`config.mk`:
```
export PLATFORM = sky130hd
export DESIGN_NAME = just_pass_reg_flat
export DESIGN_NICKNAME = d
export VERILOG_FILES = /design/src/rtl/just_pass_reg_if.sv /design/src/rtl/just_pass_reg.sv /design/src/flat_wrapper.sv
export SDC_FILE = /design/constraint.sdc
export NUM_CORES = 1
export LEC_CHECK = 0
export CAP_MARGIN = 5
export CELL_PAD_IN_SITES_DETAIL_PLACEMENT = 0
export CELL_PAD_IN_SITES_GLOBAL_PLACEMENT = 1
export CORE_MARGIN = 2
export CORE_UTILIZATION = 18
export CTS_CLUSTER_SIZE = 30
export DETAILED_ROUTE_END_ITERATION = 6
export GPL_TIMING_DRIVEN = 0
export MAX_ROUTING_LAYER = met4
export PLACE_DENSITY = 0.68
export RECOVER_POWER = 50
export SLEW_MARGIN = 20
export SYNTH_ARGS = -nofsm -noshare
export SYNTH_HDL_FRONTEND = slang
export SYNTH_SLANG_ARGS = --single-unit
```
`constraint.sdc`:
```
create_clock -name clk -period 0.8 [get_ports clk]
set_input_delay 0.24 -clock clk [delete_from_list [all_inputs] [get_ports clk]]
set_output_delay 0.24 -clock clk [all_outputs]
set_load 0.03 [all_outputs]
```
`src/rtl/just_pass_reg_if.sv`:
```
// Bus bundle for the registered pass-through stage: input word, delayed word and fill flag.
interface just_pass_reg_if #(
    parameter int DATA_WIDTH = 8
);
    logic [DATA_WIDTH-1:0] data_i;
    logic [DATA_WIDTH-1:0] data_o;
    logic                  bool_o;

    // No valid/ready: data_i is accepted on every rising edge outside reset,
    // and data_o is qualified by bool_o, which the sink may ignore.
    modport master (output data_i, input data_o, input bool_o);
    modport slave  (input data_i, output data_o, output bool_o);
endinterface

```
`src/rtl/just_pass_reg.sv`:
```
// Fixed-latency registered pass-through; a valid bit travels alongside each word so
// bool_o separates real data from reset fill.
module just_pass_reg #(
    parameter int DATA_WIDTH = 8,
    parameter int LATENCY    = 1
) (
    input  logic           clk,
    input  logic           rstn,
    just_pass_reg_if.slave bus
);
    logic [DATA_WIDTH-1:0] stage_q [LATENCY];
    logic [DATA_WIDTH-1:0] stage_d [LATENCY];
    logic [LATENCY-1:0]    valid_q;
    logic [LATENCY-1:0]    valid_d;

    always_comb begin
        stage_d[0] = bus.data_i;
        valid_d[0] = 1'b1;
        for (int k = 1; k < LATENCY; k++) begin
            stage_d[k] = stage_q[k-1];
            valid_d[k] = valid_q[k-1];
        end
    end

    // rstn is active-high despite its name; reset wins over capture.
    always_ff @(posedge clk) begin
        if (rstn) begin
            for (int k = 0; k < LATENCY; k++) begin
                stage_q[k] <= '0;
            end
            valid_q <= '0;
        end else begin
            stage_q <= stage_d;
            valid_q <= valid_d;
        end
    end

    assign bus.data_o = stage_q[LATENCY-1];
    assign bus.bool_o = valid_q[LATENCY-1];
endmodule

```
`src/flat_wrapper.sv`:
```
// flat-port wrapper written by rule: the top's interface ports become plain ports
module just_pass_reg_flat 
#(
    parameter int DATA_WIDTH = 8,
    parameter int LATENCY    = 1
)
  (clk, rstn, bus_data_i, bus_data_o, bus_bool_o);
  just_pass_reg_if #(.DATA_WIDTH(DATA_WIDTH)) bus_i ();
  input  logic clk;
  input  logic rstn;
  input wire logic [$bits(bus_i.data_i)-1:0] bus_data_i;
  output wire logic [$bits(bus_i.data_o)-1:0] bus_data_o;
  output wire logic [$bits(bus_i.bool_o)-1:0] bus_bool_o;
  assign bus_i.data_i = bus_data_i;
  assign bus_data_o = bus_i.data_o;
  assign bus_bool_o = bus_i.bool_o;
  just_pass_reg #(.DATA_WIDTH(DATA_WIDTH), .LATENCY(LATENCY)) u_core (.clk(clk), .rstn(rstn), .bus(bus_i));
endmodule
```
# Word-level counts from Yosys, hierarchy flattened

Cells that the tools add are included.

Multiplexer cells: 1

Operator list:

| operator         | count |
|---|---|
| 2-to-1 mux 1 bit | 1 |

Bits in registers: 9
Output and inout port bits: 9
Logic and storage cells: 3

# Depth between registers and ports, before layout

Gate-level depths: netlist of run 1.

Depth in word-level cells: 1
Gate-level depth with buffers: 1
Mapped depth without buffers: 1

# Least setup slack after synthesis of run 1

Ideal clock, no wire load.

Path type: register -> output
Start point: register u_core.valid_q, in the netlist u_core.bus.bool_o
End point: output bus_bool_o
Arrival time: 459 ps
Required time: 560 ps
Slack: 101 ps
Stages on the path, launching flop included: 1
Buffers on the path: 0
Cells stage by stage: dfxtp_1

RTL lines:

| element                | line                | text |
|---|---|---|
| start, declared        | just_pass_reg.sv:13 | `logic [LATENCY-1:0] valid_q;` |
| start signal, assigned | just_pass_reg.sv:34 | `valid_q <= valid_d;` |
| end, declared          | flat_wrapper.sv:13  | `output wire logic [$bits(bus_i.bool_o)-1:0] bus_bool_o;` |

No word-level cell between the ends.

# Worst setup path in the final report of run 1

Start point: register u_core.stage_q (netlist bit u_core.bus.data_o[2])
End point: output bus_data_o[2]

RTL lines:

| element                | line                | text |
|---|---|---|
| start, declared        | just_pass_reg.sv:11 | `logic [DATA_WIDTH-1:0] stage_q [LATENCY];` |
| start signal, assigned | just_pass_reg.sv:33 | `stage_q <= stage_d;` |
| end, declared          | flat_wrapper.sv:12  | `output wire logic [$bits(bus_i.data_o)-1:0] bus_data_o;` |

No word-level cell between the ends.

==> results_dict.tcl, run 1 <==
set metrics [dict create \
    critical_path.startpoint_type "flop" \
    max_cap_viol_count 0 \
    gr-total-overflow 0 \
    postSynthCellCount 18 \
    setup_violations 9 \
    grtUsageTotal_pct 7.98 \
    numCtsBuffers 3 \
    routed.top_layer "met3" \
    fin_crit_sh_pct 117 \
    leakagePower_uw 0.000207 \
    tns_ps -1160 \
    num-fill-cells 108 \
    power.density_nw_per_um2 2030 \
    die_h_um 40.1 \
    grt_max_degree 10 \
    violations "setup timing" \
    cp_max_fo 1 \
    die-width_um 40.1 \
    ys_seq_elements 9 \
    worst_pin_slew_ps 285 \
    total_power_uw 973 \
    slew_viol_final 0 \
    core_um2 1160 \
    max_freq_ghz 1.07 \
    ant_nets 0 \
    syn_area_um2 234 \
    yosys.area.top_type_share_pct 77.0 \
    min_period_ps 935 \
    diodes 0 \
    syn_nets 28 \
    clk_pin_slew_ps 60 \
    dp.cells 50 \
    drcViolationCount 0 \
    antenna_found_initial 0 \
    routedWlPerCell_um 8.96 \
    seq_area_frac_synth_pct 77.0 \
    crit_arrival_ps 700 \
    wl_met3_um 22 \
    slew_headroom_pct 81.0 \
    tritoncts "built" \
    nNetsFinal 51 \
    wl_met2_um 314 \
    crit_path_end_kind "output port" \
    synth_area_leader_cell "dfxtp_1" \
    worstHoldPathType "input pin to flop" \
    multi_input_area_um2 50.0 \
    rows 12 \
    cp.buffers_inverters 1 \
    holdWs_ps 424 \
    htree_levels 1 \
    clock-sinks 9 \
    crit_chain "buf_6" \
    crit_path_max_incr_delay_ps 320 \
    numPortBuffers 18 \
    areaGrowthSynthToFinish_pct 105 \
    ir_drop_uv 737 \
    status "finished, violations left" \
    synth_cell_type_count 3 \
    via_per_inst 3.50 \
    drt_iter0_markers 2 \
    final_area_um2 479 \
    num_vias 189 \
    rsz0062_at_grt "true" \
    fp.dieArea_um2 1600 \
    synth.area.top_cells "dfxtp_1 (77%), nor2b_1 (21%), inv_1 (1.6%)" \
    grt_pass1_vias 187 \
    start_util_pct 20.2 \
    io_pins 19 \
    routed_wl_um 484 \
    final-seq-area_um2 191 \
    ys_warn_count 0 \
    cp.required_ps 560 \
    finalHoldViolCount 0 \
    crit_slowest_cell "dfxtp_2" \
    grt_pass1_wl_um 731 \
    gp_congestion 0.559 \
    stdcell_count 54 \
    firstDrtPassIters 2 \
    met1_length_um 147 \
    synth.avg_cell_area_um2 13.0 \
    cpLargestDelayFamily "flip-flops" \
    finalWorstSetupSlack_ps -135 \
    critical_path_class "flop to output port" \
    drive_gt1_share_pct 52.5 \
    cts_root_buffer "clkbuf_4" \
    cts.path.max_buffers 2 \
    dpl_cell_area_um2 432 \
]
==> area by class of cell <==
| class | instances | area share, % |
|---|---|---|
| flip-flops and latches | 9 | 39.9 |
| repair buffers | 18 | 39.7 |
| multi-input cells | 8 | 10.4 |
| clock buffers | 4 | 5.48 |
| well taps | 14 | 3.66 |
| inverters | 1 | 0.783 |
==> cells by family after synthesis <==
| logic type | count (synthesis) | synth area share, % |
|---|---|---|
| and+or+nand+nor | 8 | 21.4 |
| DFF | 9 | 77.0 |
| buffers and inverters | 1 | 1.60 |
==> per-layer routing <==
layer / global-route usage (%) / vias up
li1: - / 97
met1: 5.41 / 87
met2: 14.5 / 5
met3: 3.33 / 0
met4: 7.76 / 0
met5: - / -
==> registers in the layout, indices dropped and copies added (netlist names) <==
name               flops
u_core.bus.bool_o      1
u_core.bus.data_o      8
==> cells in the final DEF, fill, tap and decap left out <==
cell type	Yosys	layout
clkbuf_4	0	3
nor2b_1	8	8
inv_1	1	1
dlygate4sd2_1	0	1
dfxtp_2	0	9
dlygate4sd3_1	0	3
clkdlybuf4s50_1	0	5
clkbuf_1	0	1
buf_6	0	9
==> what timing repair did <==
item | CTS | global route
gates resized for setup | 73 | 0
setup endpoints to repair | 18 | 9
hold buffers | 0 | 0
setup buffers | 0 | 0
==> report_power, final <==
| group | internal [uW] | leakage [uW] | switching [uW] |
|---|---|---|---|
| Combinational | 87.1 | 0.000115 | 70.7 |
| Clock | 191 | 0.0000150 | 136 |
| Sequential | 477 | 0.0000772 | 10.4 |
==> worst paths after layout <==
kind                            start                   endpoint  slack [ps]  cells past startpoint
max   u_core.bus.data_o[2]$_SDFF_PP0_              bus_data_o[2]        -140                      1
min                              rstn  u_core.bus.bool_o$_DFF_P_         420                      2
==> per-stage QoR <==
step,utilization [%],setup WS (ps)
finish,41.5,-135
global route,41.5,-171
CTS,41.5,-142
detailed placement,37.3,-401
global placement,37.3,-394
floorplan,-,101
==> cells in the mapped netlist, drive strengths merged <==
cell,instances
dfxtp,9
inv,1
nor2b,8
No activity file was read; power rests on OpenSTA's default activity.
==> run 2, diff against run 1 <==
CORE_AREA = 2 2 39 41   (was unset)
CORE_MARGIN = unset   (was 2)
CORE_UTILIZATION = unset   (was 18)
DIE_AREA = 0 0 41 43   (was unset)
PLACE_DENSITY = 0.64   (was 0.68)
SLEW_MARGIN = 5   (was 20)
clock period = 0.9 ns   (was 0.8 ns; I/O delays follow)
==> run 2 against run 1 <==
Compared with the run above:
- the run still ends with setup timing left
- critical endpoint unchanged
- largest power group unchanged
- global-route usage fell by 1.2 points
- hold slack got worse by 110 ps
- critical path depth did not move
- final cell count increased by 3.7%
- power shrank 10%
- sequential share of layout area rose by 0.21 points
- combinational power is 11% lower
- clock power fell by 8.0%
- sequential power is 11% lower
==> results_dict.tcl, run 2 (same netlist as run 1, synthesis figures left out) <==
set metrics [dict create \
    grtUsageMet2_pct 10.3 \
    grt_max_degree 10 \
    antenna_found_initial 0 \
    power.density_nw_per_um2 1840 \
    p_sw_share_pct 23.4 \
    slew_viol_final 0 \
    worst_pin_slew_ps 371 \
    max_cap_viol_count 0 \
    num-fill-cells 148 \
    num_vias 200 \
    core_um2 1380 \
    cts_hold_buffers 0 \
    setup_violations 9 \
    violations "setup timing" \
    drive_gt1_share_pct 52.5 \
    crit_path_max_incr_delay_ps 330 \
    cp_max_fo 1 \
    ir_drop_uv 666 \
    critical_path_class "flop to output port" \
    crit_arrival_ps 700 \
    numPortBuffers 18 \
    max_freq_ghz 1.03 \
    io_pins 19 \
    cts_root_buffer "clkbuf_4" \
    crit_path_end_kind "output port" \
    clock-sinks 9 \
    htree_levels 1 \
    rsz0062_at_grt "true" \
    leakagePower_uw 0.000203 \
    total_power_uw 875 \
    grtUsageTotal_pct 6.82 \
    finalHoldViolCount 0 \
    routed_wl_um 519 \
    dpl_cell_area_um2 434 \
    crit_slowest_cell "dfxtp_2" \
    rows 14 \
    slew_headroom_pct 75.3 \
    diodes 0 \
    critical_path.startpoint_type "flop" \
    clk_pin_slew_ps 60 \
    p_comb_share_pct 16.0 \
    final_area_um2 477 \
    nNetsFinal 51 \
    drt_iter0_markers 3 \
    worstHoldPathType "input pin to flop" \
    clkPwrFrac_pct 34.4 \
    start_util_pct 16.9 \
    areaGrowthSynthToFinish_pct 104 \
    seqPwrFrac_pct 49.6 \
    fp.dieArea_um2 1760 \
    die-width_um 41 \
    fin_crit_sh_pct 108 \
    grt_pass1_wl_um 703 \
    gr-total-overflow 0 \
    numCtsBuffers 3 \
    cts.path.max_buffers 2 \
    grt_busiest_layer "met2" \
    firstDrtPassIters 2 \
    drcViolationCount 0 \
    cpLargestDelayFamily "flip-flops" \
    cp.required_ps 630 \
    power.net_switching_uw 204 \
    gp_congestion 0.501 \
    crit_chain "buf_6" \
    pre_cts_ws_ps -341 \
    min_period_ps 972 \
    cts_setup_buffers 0 \
    final_cell_mix "buf_6 (9), dfxtp_2 (9), nor2b_1 (8)" \
    cts_resized 72 \
    status "finished, violations left" \
    via_per_inst 3.57 \
    grt.met1_usage_pct 4.56 \
    use_met3_pct 6.81 \
    die_h_um 43 \
    largest_register_ffs 8 \
    cp.buffers_inverters 1 \
    internal-power_uw 671 \
    grt_pass1_vias 195 \
    holdWs_ps 317 \
    tritoncts "built" \
    ant_nets 0 \
    routedWlPerCell_um 9.27 \
    finalWorstSetupSlack_ps -71.6 \
]
==> run 2: path summary, 6_finish.rpt <==
path                                       startpoint                   endpoint  depth (start not counted)
worst max-delay path  u_core.bus.data_o[2]$_SDFF_PP0_              bus_data_o[2]                          1
worst min-delay path                             rstn  u_core.bus.bool_o$_DFF_P_                          2
==> run 2: per-stage QoR <==
| stage | util [%] | cells | TNS [ps] |
|---|---|---|---|
| 3_3_place_gp | 31.4 | 52 | -4800 |
| 6_report | 34.4 | 56 | -602 |
| 5_1_grt | 34.4 | 56 | -871 |
| 3_5_place_dp | 31.4 | 52 | -4960 |
| 4_1_cts | 34.9 | 56 | -728 |
| 2_1_floorplan | - | 18 | 0 |
==> run 2: power groups by stage <==
stage / logic [uW] / clock network, uW / registers (uW)
5_1_grt: 147 / 339 / 436
3_3_place_gp: 141 / 0 / 433
4_1_cts: 147 / 319 / 434
3_5_place_dp: 141 / 0 / 435
2_1_floorplan: 12.4 / 0 / 478
6_report: 140 / 301 / 434
==> run 2: area by class of cell <==
type | count | area [um2] | area share [%]
flip-flops and latches | 9 | 191 | 40.2
repair buffers | 18 | 185 | 38.8
multi-input cells | 8 | 50.0 | 10.5
clock buffers | 4 | 26.3 | 5.51
well taps | 16 | 20.0 | 4.20
inverters | 1 | 3.75 | 0.787
==> run 2: routing by layer <==
| metal | share of wire [%] | wire length, um |
|---|---|---|
| met1 | 31 | 163 |
| met2 | 45 | 233 |
| met3 | 24 | 123 |
| met4 | 0 | 0 |
| met5 | 0 | 0 |
==> run 3, diff against run 2 <==
SKIP_LAST_GASP = 1   (was unset)
SLEW_MARGIN = 20   (was 5)
==> results of run 3 <==
The final DEF is identical to that of run 2; final timing and power are the same.
==> edit: new RTL, settings of run 2 <==
`DATA_WIDTH` is set to 8 in 3 places; all go to 9.
--- a/src/rtl/just_pass_reg_if.sv
+++ b/src/rtl/just_pass_reg_if.sv
@@ -1,6 +1,6 @@
 // Bus bundle for the registered pass-through stage: input word, delayed word and fill flag.
 interface just_pass_reg_if #(
-    parameter int DATA_WIDTH = 8
+    parameter int DATA_WIDTH = 9
 );
     logic [DATA_WIDTH-1:0] data_i;
     logic [DATA_WIDTH-1:0] data_o;
--- a/src/rtl/just_pass_reg.sv
+++ b/src/rtl/just_pass_reg.sv
@@ -1,7 +1,7 @@
 // Fixed-latency registered pass-through; a valid bit travels alongside each word so
 // bool_o separates real data from reset fill.
 module just_pass_reg #(
-    parameter int DATA_WIDTH = 8,
+    parameter int DATA_WIDTH = 9,
     parameter int LATENCY    = 1
 ) (
     input  logic           clk,
--- a/src/flat_wrapper.sv
+++ b/src/flat_wrapper.sv
@@ -1,7 +1,7 @@
 // flat-port wrapper written by rule: the top's interface ports become plain ports
 module just_pass_reg_flat 
 #(
-    parameter int DATA_WIDTH = 8,
+    parameter int DATA_WIDTH = 9,
     parameter int LATENCY    = 1
 )
   (clk, rstn, bus_data_i, bus_data_o, bus_bool_o);
Ports: changed (resized bus_data_i and bus_data_o); port bits go from 19 to 21. The function was not compared with the original's and may differ.
==> edit against run 2 <==
  * The run still ends with negative setup slack left
  * Synthesized area is 11% higher
  * Sequential power rose by 11%
  * Sequential share of layout area shrank 0.81 points
  * Total power is 18% higher
  * Wire length up 16%
  * Setup slack got worse by 0.0061 ns
  * Largest cell class unchanged
  * Via count grew 11%
  * Cell area is 13% higher
  * Die area did not move
  * Utilization rose by 4.6 points
  * Sequential cell count increased by 1
  * First-iteration DRC count fell by 100%
  * Largest power group unchanged
==> edit: results (changes against run 2) <==
Timing
The count of final setup violators was 10 (was 9). The post-route worst setup slack came to -0.0777 ns (was -0.0716 ns). The worst max-slew margin expressed relative to the limit came to 0.784 (was 0.753). The final total negative setup slack is -0.728 ns (was -0.602 ns).

Worst hold path
The startpoint of the tightest hold check path is rstn (unchanged).

Status
Violations in the final reports: negative setup slack (unchanged). Status: finished with violations (unchanged).

Global route
The fraction of met1 tracks used by global routing came to 0.0660 (was 0.0456). The via count of the first global-routing pass is 229 (was 195). The met2 usage in global routing is 0.134 (was 0.103).

The all-layer global routing usage is 0.0871 (was 0.0682). The global-route wire length before repair is 903 microns (was 703 microns). The number of antenna violations at the first check in global routing was 0 (unchanged). The pin count of the biggest net entering global routing is 11 (was 10). The met3 track utilization from global routing is 0.0785 (was 0.0681).

Worst setup path
The origin of the worst setup path is u_core.bus.data_o[0] (was u_core.bus.data_o[2]). The master of the slowest instance on the critical path was sky130_fd_sc_hd__dfxtp_2 (unchanged). The largest stage delay on the critical path is 0.33 ns (about the same).

The cell type group with the largest total delay on the critical path is flip-flops (unchanged).

Logic synthesis
The proportion of synthesized chip area in sequential cells is 0.769 (was 0.770). The cell count after synthesis came to 20 (was 18). The share of flip-flops with an asynchronous set or reset after synthesis came to 0 (unchanged).

The number of distinct library cell variants in the gate-level netlist after synthesis came to 3 (unchanged). The parity-gate share of the synthesized area counting xor and xnor cells was 0 (unchanged). The net count of the mapped netlist is 31 (was 28).

The adder-cell share of the synthesized area came to 0 (unchanged). Commonest cells in the netlist: sky130_fd_sc_hd__dfxtp_1 (10), sky130_fd_sc_hd__nor2b_1 (9), sky130_fd_sc_hd__inv_1 (1) (was sky130_fd_sc_hd__dfxtp_1 (9), sky130_fd_sc_hd__nor2b_1 (8), sky130_fd_sc_hd__inv_1 (1)). The portion of netlist area occupied by mux cells is 0 (unchanged). Top cells by area in the synthesized netlist: sky130_fd_sc_hd__dfxtp_1 (77%), sky130_fd_sc_hd__nor2b_1 (22%), sky130_fd_sc_hd__inv_1 (1.4%) (was sky130_fd_sc_hd__dfxtp_1 (77%), sky130_fd_sc_hd__nor2b_1 (21%), sky130_fd_sc_hd__inv_1 (1.6%)).

Routing
The number of detailed-route iterations in the first pass came to 1 (was 2). The per-cell routed wire length is 10.0 microns (was 9.27 microns). The via-per-instance ratio came to 3.70 (was 3.57).

The count of routing violations after the opening detailed-route iteration was 0 (was 3).

Placement
The worst setup slack after placement is -0.345 ns (was -0.341 ns). The HPWL after detailed placement is about 480 microns. The placer's final routability congestion estimate is 0.577 (was 0.501). The count of input and output buffers is 20 (was 18). The standard cell area after detailed placement is 480 sq um (was 434 sq um).

Clocking
The number of buffers added by the clock tree synthesis step was 3 (unchanged). The clock root buffer is sky130_fd_sc_hd__clkbuf_4 (unchanged).

Final layout
The number of nets in the layout is 56 (was 51). The ratio of cells with drive above 1 in the final layout is 0.545 (was 0.525). The flip-flop count of the largest register, all copies and words added was 9 (was 8). The count of placed standard cells in the final layout, fillers left out is 60 (was 56).

Power
The leakage power is 0.000233 uW (was 0.000203 uW). The worst supply voltage drop on vdd is 0.000990 V (was 0.000666 V).
edit: changes by cell type in the layout (fill, tap and decap cells not counted), sizes merged:
cell           change
clkbuf             -1
dlygate4sd2        +1
buf                +1
dlygate4sd3        -3
clkdlybuf4s50      +4
dfxtp              +1
nor2b              +1
edit: power breakdown:
group	internal, uW	leakage [uW]	switching, uW
Clock	245	0.0000210	142
Combinational	89.3	0.000126	71.0
Sequential	471	0.0000858	11.0
edit: stage by stage:
| stage | util | power (uW) |
|---|---|---|
| after floorplan | - | 545 |
| after global placement | 0.347 | 639 |
| after detailed placement | 0.347 | 642 |
| after CTS | 0.391 | 1050 |
| after global routing | 0.391 | 1080 |
| final | 0.391 | 1030 |
edit: per-layer routing:
metal | share of wire | wire length (microns)
met5 | 0 | 0
met4 | 0.015 | 9
met3 | 0.17 | 100
met2 | 0.46 | 279
met1 | 0.35 | 213
edit: area by class of cell:
type	instances	area (sq um)
Multi-Input combinational cell	9	56.3
Sequential cell	10	213
Timing Repair Buffer	20	211
Clock buffer	4	36.3
Inverter	1	3.75
Tap cell	16	20.0
Fill cell	143	843
edit: final timing paths:
kind | to | slack, ns | cells past startpoint
max | bus_data_o[0] | -0.08 | 1
min | u_core.bus.bool_o | 0.46 | 2
edit: what timing repair did:
item                       4_1_cts  5_1_grt
hold buffers                     0        0
resized for setup               81        0
hold endpoints to repair         0        0
setup endpoints to repair       11       10
edit: cells by family (layout without fill, tap and decap cells):
group                  Yosys count  after routing
flip-flops                      10             10
AND/OR/NAND/NOR                  9              9
buffers and inverters            1             25
